$ cat config.mk
export PLATFORM = sky130hd
export DESIGN_NAME = fu_ls_agu_buf
export DESIGN_NICKNAME = d
export VERILOG_FILES = /design/src/rtl/fu_ls_agu_buf_pkg.sv /design/src/rtl/fu_ls_agu_buf_align.sv /design/src/rtl/fu_ls_agu_buf.sv
export SDC_FILE = /design/constraint.sdc
export NUM_CORES = 1
export LEC_CHECK = 0
export ABC_AREA = 0
export CELL_PAD_IN_SITES_DETAIL_PLACEMENT = 1
export CELL_PAD_IN_SITES_GLOBAL_PLACEMENT = 1
export CORE_MARGIN = 2
export CORE_UTILIZATION = 40
export CTS_BUF_LIST = sky130_fd_sc_hd__clkbuf_16
export CTS_CLUSTER_DIAMETER = 60
export DETAILED_ROUTE_END_ITERATION = 10
export PLACE_DENSITY = 0.82
export SYNTH_ARGS = -nofsm -noshare
export SYNTH_HDL_FRONTEND = slang
export SYNTH_SLANG_ARGS = --single-unit
$ cat constraint.sdc
create_clock -name clock -period 5.85 [get_ports clock]
set_clock_uncertainty 0.15 [all_clocks]
set_input_delay 1.4625 -clock clock [delete_from_list [all_inputs] [get_ports clock]]
set_output_delay 1.4625 -clock clock [all_outputs]
set_load 0.02 [all_outputs]
$ cat src/rtl/fu_ls_agu_buf_pkg.sv
// Shared types for the load/store AGU buffer: access size, entry layout,
// head-FSM states and the alignment rule used to suppress LSQ requests.
package ls_pkg;

  localparam int unsigned LS_XLEN  = 32;
  localparam int unsigned LS_TAG_W = 6;
  localparam int unsigned LS_SQ_W  = 3;

  typedef enum logic [1:0] {
    LS_BYTE = 2'd0,
    LS_HALF = 2'd1,
    LS_WORD = 2'd2
  } LS_SIZE;

  typedef enum logic [1:0] {
    H_WAIT = 2'd0,
    H_REQ  = 2'd1,
    H_RSP  = 2'd2
  } HEAD_STATE;

  // Entry widths follow the package localparams; the top-level parameter
  // defaults are kept equal to them.
  typedef struct packed {
    logic                valid;
    logic                load;
    logic [LS_XLEN-1:0]  base;
    logic                base_ok;
    logic [LS_TAG_W-1:0] base_tag;
    logic [LS_XLEN-1:0]  data;
    logic                data_ok;
    logic [LS_TAG_W-1:0] data_tag;
    logic [LS_XLEN-1:0]  imm;
    LS_SIZE              size;
    logic                is_unsigned;
    logic [LS_SQ_W-1:0]  sq_pos;
    logic [LS_TAG_W-1:0] tag;
  } LS_ENTRY;

  function automatic logic misaligned(input LS_SIZE size, input logic [1:0] addr_lo);
    case (size)
      LS_HALF: return addr_lo[0];
      LS_WORD: return addr_lo != 2'b00;
      default: return 1'b0;
    endcase
  endfunction

endpackage

$ cat src/rtl/fu_ls_agu_buf_align.sv
// Load data alignment: selects the byte/half lane of the returned aligned
// word and sign- or zero-extends it to XLEN.
module ls_load_align
  import ls_pkg::*;
#(
  parameter int unsigned XLEN = 32
) (
  input  logic [1:0]      addr_lo,
  input  LS_SIZE          size,
  input  logic            is_unsigned,
  input  logic [XLEN-1:0] word,
  output logic [XLEN-1:0] value
);

  logic [7:0]  byte_lane;
  logic [15:0] half_lane;

  // Lane select followed by extension according to access size.
  always_comb begin
    byte_lane = word[{addr_lo, 3'b000} +: 8];
    half_lane = addr_lo[1] ? word[31:16] : word[15:0];
    case (size)
      LS_BYTE: value = {{(XLEN-8){~is_unsigned & byte_lane[7]}}, byte_lane};
      LS_HALF: value = {{(XLEN-16){~is_unsigned & half_lane[15]}}, half_lane};
      default: value = word;
    endcase
  end

endmodule

$ cat src/rtl/fu_ls_agu_buf.sv
// Load/store functional unit: in-order buffer between dispatch and the LSQ.
// Entries capture operands at dispatch or later from the CDB; the head forms
// base+imm, issues to the LSQ and reports completion on registered res_* outputs.
module fu_ls_agu_buf
  import ls_pkg::*;
#(
  parameter int unsigned XLEN        = 32,
  parameter int unsigned DEPTH       = 4,
  parameter int unsigned LSQ_IDX_LEN = 3,
  parameter int unsigned TAG_W       = 6
) (
  input  logic                   clock,
  input  logic                   reset,
  input  logic                   squash,
  input  logic                   issue_valid,
  output logic                   issue_ready,
  input  logic                   issue_load,
  input  logic                   issue_store,
  input  logic [XLEN-1:0]        issue_base,
  input  logic                   issue_base_ok,
  input  logic [TAG_W-1:0]       issue_base_tag,
  input  logic [XLEN-1:0]        issue_data,
  input  logic                   issue_data_ok,
  input  logic [TAG_W-1:0]       issue_data_tag,
  input  logic [XLEN-1:0]        issue_imm,
  input  logic [1:0]             issue_size,
  input  logic                   issue_unsigned,
  input  logic [LSQ_IDX_LEN-1:0] issue_sq_pos,
  input  logic [TAG_W-1:0]       issue_tag,
  input  logic                   cdb_valid,
  input  logic [TAG_W-1:0]       cdb_tag,
  input  logic [XLEN-1:0]        cdb_value,
  output logic                   lsq_req_valid,
  input  logic                   lsq_req_ready,
  output logic                   lsq_req_load,
  output logic                   lsq_req_store,
  output logic [XLEN-1:0]        lsq_req_addr,
  output logic [XLEN-1:0]        lsq_req_data,
  output logic [1:0]             lsq_req_size,
  output logic [LSQ_IDX_LEN-1:0] lsq_req_sq_pos,
  input  logic                   lsq_rsp_valid,
  input  logic [XLEN-1:0]        lsq_rsp_data,
  output logic                   res_valid,
  output logic [TAG_W-1:0]       res_tag,
  output logic [XLEN-1:0]        res_value,
  output logic                   res_store,
  output logic                   res_misalign
);

  localparam int unsigned PTR_W = $clog2(DEPTH);

  LS_ENTRY          entries [DEPTH];
  LS_ENTRY          new_entry;
  logic [PTR_W-1:0] head_q;
  logic [PTR_W-1:0] tail_q;
  logic [PTR_W:0]   count_q;
  HEAD_STATE        state_q;
  HEAD_STATE        state_d;
  HEAD_STATE        cur_state;

  logic             enq;
  logic             pop;
  logic             fire;
  logic             req_valid;
  logic             head_rdy;
  logic             head_mis;
  logic [XLEN-1:0]  addr;
  logic [XLEN-1:0]  load_value;
  logic [XLEN-1:0]  res_value_d;
  logic             res_store_d;
  logic             res_mis_d;

  // A load/store that is flagged as both is handled as a load, so only
  // issue_load decides the entry kind.
  logic unused_store;
  assign unused_store = issue_store;

  assign issue_ready = (count_q != (PTR_W+1)'(DEPTH));
  assign enq         = issue_valid && issue_ready;

  assign addr     = entries[head_q].base + entries[head_q].imm;
  assign head_rdy = entries[head_q].valid && entries[head_q].base_ok && entries[head_q].data_ok;
  assign head_mis = misaligned(entries[head_q].size, addr[1:0]);

  ls_load_align #(.XLEN(XLEN)) u_align (
    .addr_lo     (addr[1:0]),
    .size        (entries[head_q].size),
    .is_unsigned (entries[head_q].is_unsigned),
    .word        (lsq_rsp_data),
    .value       (load_value)
  );

  // Build the incoming entry, taking a same-cycle CDB broadcast for pending operands.
  always_comb begin
    new_entry             = '0;
    new_entry.valid       = 1'b1;
    new_entry.load        = issue_load;
    new_entry.base        = issue_base;
    new_entry.base_ok     = issue_base_ok;
    new_entry.base_tag    = issue_base_tag;
    new_entry.data        = issue_data;
    new_entry.data_ok     = issue_load | issue_data_ok;
    new_entry.data_tag    = issue_data_tag;
    new_entry.imm         = issue_imm;
    new_entry.size        = LS_SIZE'(issue_size);
    new_entry.is_unsigned = issue_unsigned;
    new_entry.sq_pos      = issue_sq_pos;
    new_entry.tag         = issue_tag;
    if (!new_entry.base_ok && cdb_valid && cdb_tag == issue_base_tag) begin
      new_entry.base    = cdb_value;
      new_entry.base_ok = 1'b1;
    end
    if (!new_entry.data_ok && cdb_valid && cdb_tag == issue_data_tag) begin
      new_entry.data    = cdb_value;
      new_entry.data_ok = 1'b1;
    end
  end

  // Entry storage: CDB snoop on resident entries, enqueue at tail, retire at head.
  always_ff @(posedge clock) begin
    if (reset || squash) begin
      for (int unsigned i = 0; i < DEPTH; i++) entries[i] <= '0;
    end else begin
      for (int unsigned i = 0; i < DEPTH; i++) begin
        if (entries[i].valid) begin
          if (!entries[i].base_ok && cdb_valid && cdb_tag == entries[i].base_tag) begin
            entries[i].base    <= cdb_value;
            entries[i].base_ok <= 1'b1;
          end
          if (!entries[i].data_ok && cdb_valid && cdb_tag == entries[i].data_tag) begin
            entries[i].data    <= cdb_value;
            entries[i].data_ok <= 1'b1;
          end
        end
        if (enq && tail_q == PTR_W'(i)) begin
          entries[i] <= new_entry;
        end else if (pop && head_q == PTR_W'(i)) begin
          entries[i].valid <= 1'b0;
        end
      end
    end
  end

  // Queue pointers and occupancy; pointers wrap naturally as DEPTH is a power of two.
  always_ff @(posedge clock) begin
    if (reset || squash) begin
      head_q  <= '0;
      tail_q  <= '0;
      count_q <= '0;
    end else begin
      if (enq) tail_q <= tail_q + PTR_W'(1);
      if (pop) head_q <= head_q + PTR_W'(1);
      count_q <= count_q + (PTR_W+1)'(enq) - (PTR_W+1)'(pop);
    end
  end

  // Head FSM state register.
  always_ff @(posedge clock) begin
    if (reset || squash) state_q <= H_WAIT;
    else                 state_q <= state_d;
  end

  // Head FSM next-state and request/completion decode. H_WAIT falls through
  // to H_REQ in the same cycle the head operands are ready, so a ready op
  // requests the cycle after dispatch.
  always_comb begin
    state_d     = state_q;
    cur_state   = state_q;
    req_valid   = 1'b0;
    pop         = 1'b0;
    fire        = 1'b0;
    res_value_d = '0;
    res_store_d = 1'b0;
    res_mis_d   = 1'b0;
    if (state_q == H_WAIT && head_rdy) cur_state = H_REQ;
    case (cur_state)
      H_REQ: begin
        if (head_mis) begin
          fire        = 1'b1;
          pop         = 1'b1;
          res_mis_d   = 1'b1;
          res_store_d = !entries[head_q].load;
          state_d     = H_WAIT;
        end else begin
          req_valid = 1'b1;
          state_d   = H_REQ;
          if (lsq_req_ready) begin
            if (entries[head_q].load) begin
              state_d = H_RSP;
            end else begin
              fire        = 1'b1;
              pop         = 1'b1;
              res_store_d = 1'b1;
              state_d     = H_WAIT;
            end
          end
        end
      end
      H_RSP: begin
        if (lsq_rsp_valid) begin
          fire        = 1'b1;
          pop         = 1'b1;
          res_value_d = load_value;
          state_d     = H_WAIT;
        end
      end
      default: state_d = H_WAIT;
    endcase
  end

  // Request fields are zero whenever no request is presented.
  always_comb begin
    lsq_req_valid  = req_valid;
    lsq_req_load   = req_valid && entries[head_q].load;
    lsq_req_store  = req_valid && !entries[head_q].load;
    lsq_req_addr   = req_valid ? addr : '0;
    lsq_req_data   = (req_valid && !entries[head_q].load) ? entries[head_q].data : '0;
    lsq_req_size   = req_valid ? entries[head_q].size : 2'd0;
    lsq_req_sq_pos = req_valid ? entries[head_q].sq_pos : '0;
  end

  // Registered single-cycle completion report.
  always_ff @(posedge clock) begin
    if (reset || squash) begin
      res_valid    <= 1'b0;
      res_tag      <= '0;
      res_value    <= '0;
      res_store    <= 1'b0;
      res_misalign <= 1'b0;
    end else begin
      res_valid    <= fire;
      res_tag      <= fire ? entries[head_q].tag : '0;
      res_value    <= fire ? res_value_d : '0;
      res_store    <= fire && res_store_d;
      res_misalign <= fire && res_mis_d;
    end
  end

endmodule

# ---- After elaboration in Yosys (flattened, before gate mapping)
# Memories as Yosys holds them, arrays and structs flattened. A register that Yosys moved wholly into a read port is not among the register bits.
# Index checks and enable logic that the tools add are counted.
dict set report classes {
  n_addsub 5
  eq_ne 22
  n_shift 1
  mux 138
  bitwise_logic 55
  reduce_logical 55
}
# cell count
set op_table {}
lappend op_table {{32-bit 2-to-1 mux} 18}
lappend op_table {{50-bit 2-to-1 mux} 4}
lappend op_table {{1-bit 2-to-1 mux} 92}
lappend op_table {{33-bit 2-to-1 mux} 2}
lappend op_table {{32-bit case mux with 2 select lines} 1}
lappend op_table {{6-bit equality test} 10}
lappend op_table {{1-bit bitwise OR} 49}
lappend op_table {{1-bit logical AND} 36}
lappend op_table {{32-bit adder} 1}
lappend op_table {{32-bit by 6-bit indexed part select with 8-bit output} 1}
lappend op_table {{2-bit 2-to-1 mux} 12}
lappend op_table {{6-bit 2-to-1 mux} 4}
lappend op_table {{16-bit 2-to-1 mux} 1}
lappend op_table {{2-bit equality test (second input constant)} 6}
lappend op_table {{1-bit logical NOT} 11}
lappend op_table {{2-bit by 1-bit equality test with 1-bit output (second input constant)} 4}
lappend op_table {{2-bit logical NOT} 4}
lappend op_table {{2-bit by 1-bit adder with 2-bit output (second input constant)} 2}
lappend op_table {{1-bit NOT} 4}
lappend op_table {{1-bit case mux with 2 select lines} 2}
lappend op_table {{2-bit case mux with 2 select lines} 1}
lappend op_table {{4-bit OR reduction} 1}
lappend op_table {{3-bit by 1-bit adder with 3-bit output} 1}
lappend op_table {{3-bit 2-to-1 mux} 1}
lappend op_table {{7 further kinds} 8}
dict set report totals {
  regBits 50
  ramBits 496
  inputBits 201
  output_inout_bits 114
  wordCells 286
  memories 1
}
# memory depth width read_ports rd_ports_with_merged_regs wr line
set memory_table {}
lappend memory_table {entries 4 124 5 1 4 fu_ls_agu_buf.sv:52} ;# LS_ENTRY entries [DEPTH];

# ---- Depth between registers and ports, before layout
dict set report depth {
  word_depth 12
  mapped_depth 22
  ltp_nobuf 17
}

# ---- Cells and area by module
# A second synthesis with hierarchy kept.
dict set report unflattened {
  hier_cells 2033
  area_unflattened_um2 27352.5
}
# mod instances cells_each area_each_um2 seq_area_each_um2
set modules_own_cells {}
lappend modules_own_cells {fu_ls_agu_buf 1 1901 26654.3 15935.3}
lappend modules_own_cells {ls_load_align 1 132 698.2 0.0}

# ---- Worst setup path before layout
# Ideal clock, no wire load.
dict set report synth_timing {
  path_kind {reg-to-output}
  start {register with a tool-made name}
  end {output lsq_req_addr[26]}
  arrival_ns 3.804
  required_ns 4.238
  setup_slack_ns 0.433
  stages_incl_launch_ff 16
  n_path_buf 4
  path_cell_list {dfxtp_1 clkbuf_1 clkbuf_1 clkbuf_1 mux4_2 ha_1 inv_1 fa_1 nand2b_1 a22o_1 nand2_1 nand2_1 inv_1 clkbuf_1 nand2_1 mux2i_1}
}
# element line
set synth_rtl {}
lappend synth_rtl {{end: declaration} fu_ls_agu_buf.sv:37} ;# output logic [XLEN-1:0] lsq_req_addr,

==> reports/qor.txt <==
=================================================================================================================
Most common cell in the netlist .................................................................... sky130_fd_sc_hd__edfxtp_1
Combined global-route utilization of all metal layers ..............................................       23.78%
Vias ...............................................................................................        18902
Period minus WS final ..............................................................................     5.825 ns
Floorplan die area ................................................................................. 0.07014 mm^2
Clock network fraction of total power ..............................................................        41.1%
Floorplan Core Area ................................................................................ 0.06728 mm^2
Average size of a mapped cell ......................................................................   13.57 um^2
Drt first pass iters ...............................................................................            5
Endpoint of the most critical register-to-register path ............................................ count_q[2]$_SDFF_PN0_
Post-layout total power ............................................................................   0.009063 W
Switching pwr ......................................................................................   0.002117 W
Top post-synthesis cells by area ................................................................... sky130_fd_sc_hd__edfxtp_1, sky130_fd_sc_hd__mux4_2, sky130_fd_sc_hd__a22o_1
Total congestion overflow ..........................................................................            0
Multiplexer area fraction after synthesis ..........................................................       9.825%
Summed negative setup slack over all endpoints .....................................................         0 ns
Crit. End Element ..................................................................................  output port
WP data required ...................................................................................      4.24 ns
Starting DRT DRC Count .............................................................................         1472
Flip-flop and latch count after synthesis ..........................................................          548
Number of standard cells after synthesis ...........................................................         2005
Most used flip-flop cell after synthesis ........................................................... sky130_fd_sc_hd__edfxtp_1
Total CTS buffers ..................................................................................           60
IR drop worst, VDD .................................................................................  0.0002163 V
Most used standard cells in the synthesized netlist ................................................ sky130_fd_sc_hd__edfxtp_1, sky130_fd_sc_hd__a22o_1, sky130_fd_sc_hd__and2_1, sky130_fd_sc_hd__mux4_2, sky130_fd_sc_hd__nand2_1
PortBufs ...........................................................................................          313
Area of the mapped netlist ......................................................................... 0.02721 mm^2
Detailed placement HPWL ............................................................................     55.61 mm
Number of unique standard cell types used by synthesis .............................................           61
Length in cells of the worst reg-to-reg path .......................................................           18
Max-Slew Margin vs Limit ...........................................................................       21.41%
Die width ..........................................................................................     264.8 um
Largest net degree at the start of global routing ..................................................           60
Fraction of synthesized cell area taken by the top area cell type ..................................       54.73%
Hold Violations, Final .............................................................................            0
Hold depth .........................................................................................            2
Slew at the pin with the worst max-slew slack ......................................................     1.174 ns
H-tree depth .......................................................................................            2
Part of the Yosys area used for sequential elements ................................................       58.55%
Clock tree from TritonCTS ..........................................................................        built
Routed vias/inst ...................................................................................        5.876
Rows ...............................................................................................           95
Clock Sinks ........................................................................................          548
RePlAce Congestion .................................................................................       0.8796
Static leakage .....................................................................................     12.90 nW
Antenna-violating nets left ........................................................................            0
Total internal power ...............................................................................   0.006946 W
Endpoints failing setup ............................................................................            0
Minimum setup slack among reg-to-reg paths .........................................................      1.33 ns
Power share of the combinational group .............................................................         9.3%
Routed wirelength normalized by instance count .....................................................     26.43 um
Crit share post-route ..............................................................................       99.57%
Fraction of power spent switching nets .............................................................       23.36%
Biggest area consumer among synthesized cells ...................................................... sky130_fd_sc_hd__edfxtp_1
Run status ......................................................................................... finished, final reports clean
Area growth from synthesis to layout ...............................................................       23.38%
Arithmetic-cell share of the synthesized area counting full adders, half adders and majority gates .       2.262%
Number of buffers on the longest clock path ........................................................            3
Vias in the first global route .....................................................................        20050
Maximum fanout count along the critical path .......................................................           11
Starting density of the core .......................................................................       40.45%
Height of the die ..................................................................................     264.8 um
First-pass GRT wire length .........................................................................     125.7 mm
Worst-path clk slew ................................................................................      0.06 ns
Highest attainable clock frequency .................................................................    171.7 MHz
DRC violation count after routing ..................................................................            0
Clock latency on the worst-skew pair ...............................................................      0.62 ns
Power density cells ................................................................................ 269.9 mW/mm^2
Net count after synthesis ..........................................................................         2254
Cell at the root of the clock tree ................................................................. sky130_fd_sc_hd__clkbuf_16
Number of max-cap violations .......................................................................            0
Final hold slack ...................................................................................    0.3507 ns
Startpoint type of the worst setup path ............................................................    flip-flop
Combinational family with the most area after synthesis ............................................ compound AO/OA/AOI/OAI gates
Data arrival time of the critical path .............................................................      4.21 ns
Sum of routed wire length over all layers ..........................................................     85.03 mm
Count of yosys warnings during synthesis ...........................................................            0
Number of antenna violations at the first check in global routing ..................................           25
Critical path class ................................................................................ flip-flop to output port
RSZ-0062 raised after global routing ...............................................................          yes
Boundary Pins ......................................................................................          315
Simple-gate portion of the synthesized area ........................................................       10.96%
Sequential power share .............................................................................        49.6%
Hold path endpoint ................................................................................. state_q[1]$_SDFFE_PN0P_
Number of nets in the layout .......................................................................         2538
Fraction of registers with async set or reset after synthesis ......................................           0%
Final slew viol count ..............................................................................            0
Hold Crit Class .................................................................................... flip-flop to flip-flop
Area share of xor/xnor cells in the synthesized design .............................................       2.800%
Origin of the worst min-delay path ................................................................. state_q[1]$_SDFFE_PN0P_
Post-synth EDFFs ...................................................................................          496
Share of cells above drive strength 1 ..............................................................       15.98%
Complex-gate fraction of the synthesized area ......................................................       12.54%
=================================================================================================================
critical path: stages, from the launching register on:
cell                            delay, ns
sky130_fd_sc_hd__dfxtp_4             0.42
sky130_fd_sc_hd__buf_4               0.14
sky130_fd_sc_hd__buf_12              0.09
sky130_fd_sc_hd__clkbuf_16           0.19
sky130_fd_sc_hd__mux4_2              0.52
sky130_fd_sc_hd__ha_1                0.50
sky130_fd_sc_hd__nand4_1             0.28
sky130_fd_sc_hd__nor2_1              0.32
sky130_fd_sc_hd__inv_1               0.11
sky130_fd_sc_hd__o221ai_1            0.29
sky130_fd_sc_hd__a31oi_1             0.09
sky130_fd_sc_hd__xor2_1              0.16
sky130_fd_sc_hd__nor2_1              0.09
sky130_fd_sc_hd__dlygate4sd2_1       0.38
metal layers:
layer | wire length (um) | vias to the layer above | global-route usage, %
met4 | 2078 | 28 | 6.902
met2 | 42240 | 683 | 40.95
met5 | 188 | - | 0
li1 | - | 8249 | -
met1 | 34110 | 9783 | 30.00
met3 | 6415 | 159 | 5.388
layout make-up:
cell class              instances  area [um^2]
fillers                      6710        33700
flip-flops and latches        548        15940
multi-input cells            1253        10610
repair buffers                394         3870
clock buffers                  61         1526
well taps                     873         1092
clock inverters                46        386.6
inverters                      32        122.6
diodes                         10        25.02
how the worst max path moves through the flow:
stage | end
after global routing | lsq_req_addr[25]
after global placement | lsq_req_addr[24]
final | lsq_req_addr[25]
after detailed placement | lsq_req_addr[24]
after floorplan | lsq_req_addr[26]
after CTS | lsq_req_addr[31]
sequential cells by signal, summed over array words and instances (netlist names), named ones only:
name          flops
entries         496
res_value        32
res_tag           6
count_q           3
head_q            2
state_q           2
tail_q            2
res_misalign      1
res_store         1
res_valid         1
kinds of logic after synthesis:
logic type      Yosys count
buf+inv                 204
xor+xnor                 87
fa+ha+maj                48
flops                   548
compound gates          440
simple gates            549
mux                     129
power by group through the flow:
stage / Clock (W) / Combinational, W / Sequential (W)
6_report: 0.00373 / 0.000842 / 0.00450
5_1_grt: 0.00391 / 0.000900 / 0.00451
4_1_cts: 0.00378 / 0.000833 / 0.00450
3_5_place_dp: 0 / 0.000823 / 0.00458
3_3_place_gp: 0 / 0.000795 / 0.00456
2_1_floorplan: 0 / 0.000442 / 0.00456
repair_timing:
| item | in CTS | in global routing |
|---|---|---|
| setup buffers | 2 | 13 |
| gates cloned | 0 | 1 |
| gates resized for setup | 45 | 39 |
| endpoints found under the hold margin | 0 | 0 |
| pin swaps | 0 | 1 |
| setup endpoints to repair | 43 | 15 |
| hold buffers | 0 | 0 |
through the flow:
stage / std cells / instance area (um^2) / util (%) / worst slack (ns)
3_3_place_gp: 3084 / 31350 / 46.59 / 0.2947
5_1_grt: 3215 / 33570 / 49.90 / -0.1639
4_1_cts: 3193 / 33300 / 49.49 / -0.07080
2_1_floorplan: 2005 / 27210 / - / 0.4331
6_report: 3217 / 33580 / 49.91 / 0.02509
3_5_place_dp: 3084 / 31350 / 46.59 / 0.2637
cell usage in the layout, fill, tap and decap left out, types with 36 or more instances in the layout:
master                            netlist  routed
sky130_fd_sc_hd__a21oi_1               69      62
sky130_fd_sc_hd__a22o_1               257     257
sky130_fd_sc_hd__mux4_2               109     109
sky130_fd_sc_hd__clkbuf_16              0      62
sky130_fd_sc_hd__ha_1                  46      40
sky130_fd_sc_hd__nand2_1               94      92
sky130_fd_sc_hd__buf_4                  1      90
sky130_fd_sc_hd__dfxtp_1               52      50
sky130_fd_sc_hd__clkdlybuf4s50_1        0     252
sky130_fd_sc_hd__inv_1                 31      36
sky130_fd_sc_hd__nor2b_1               37      36
sky130_fd_sc_hd__and2_1               237     237
sky130_fd_sc_hd__nor2_1                78      69
sky130_fd_sc_hd__edfxtp_1             496     496
sky130_fd_sc_hd__xor2_1                63      63
Power figures use the tool's default switching activity.
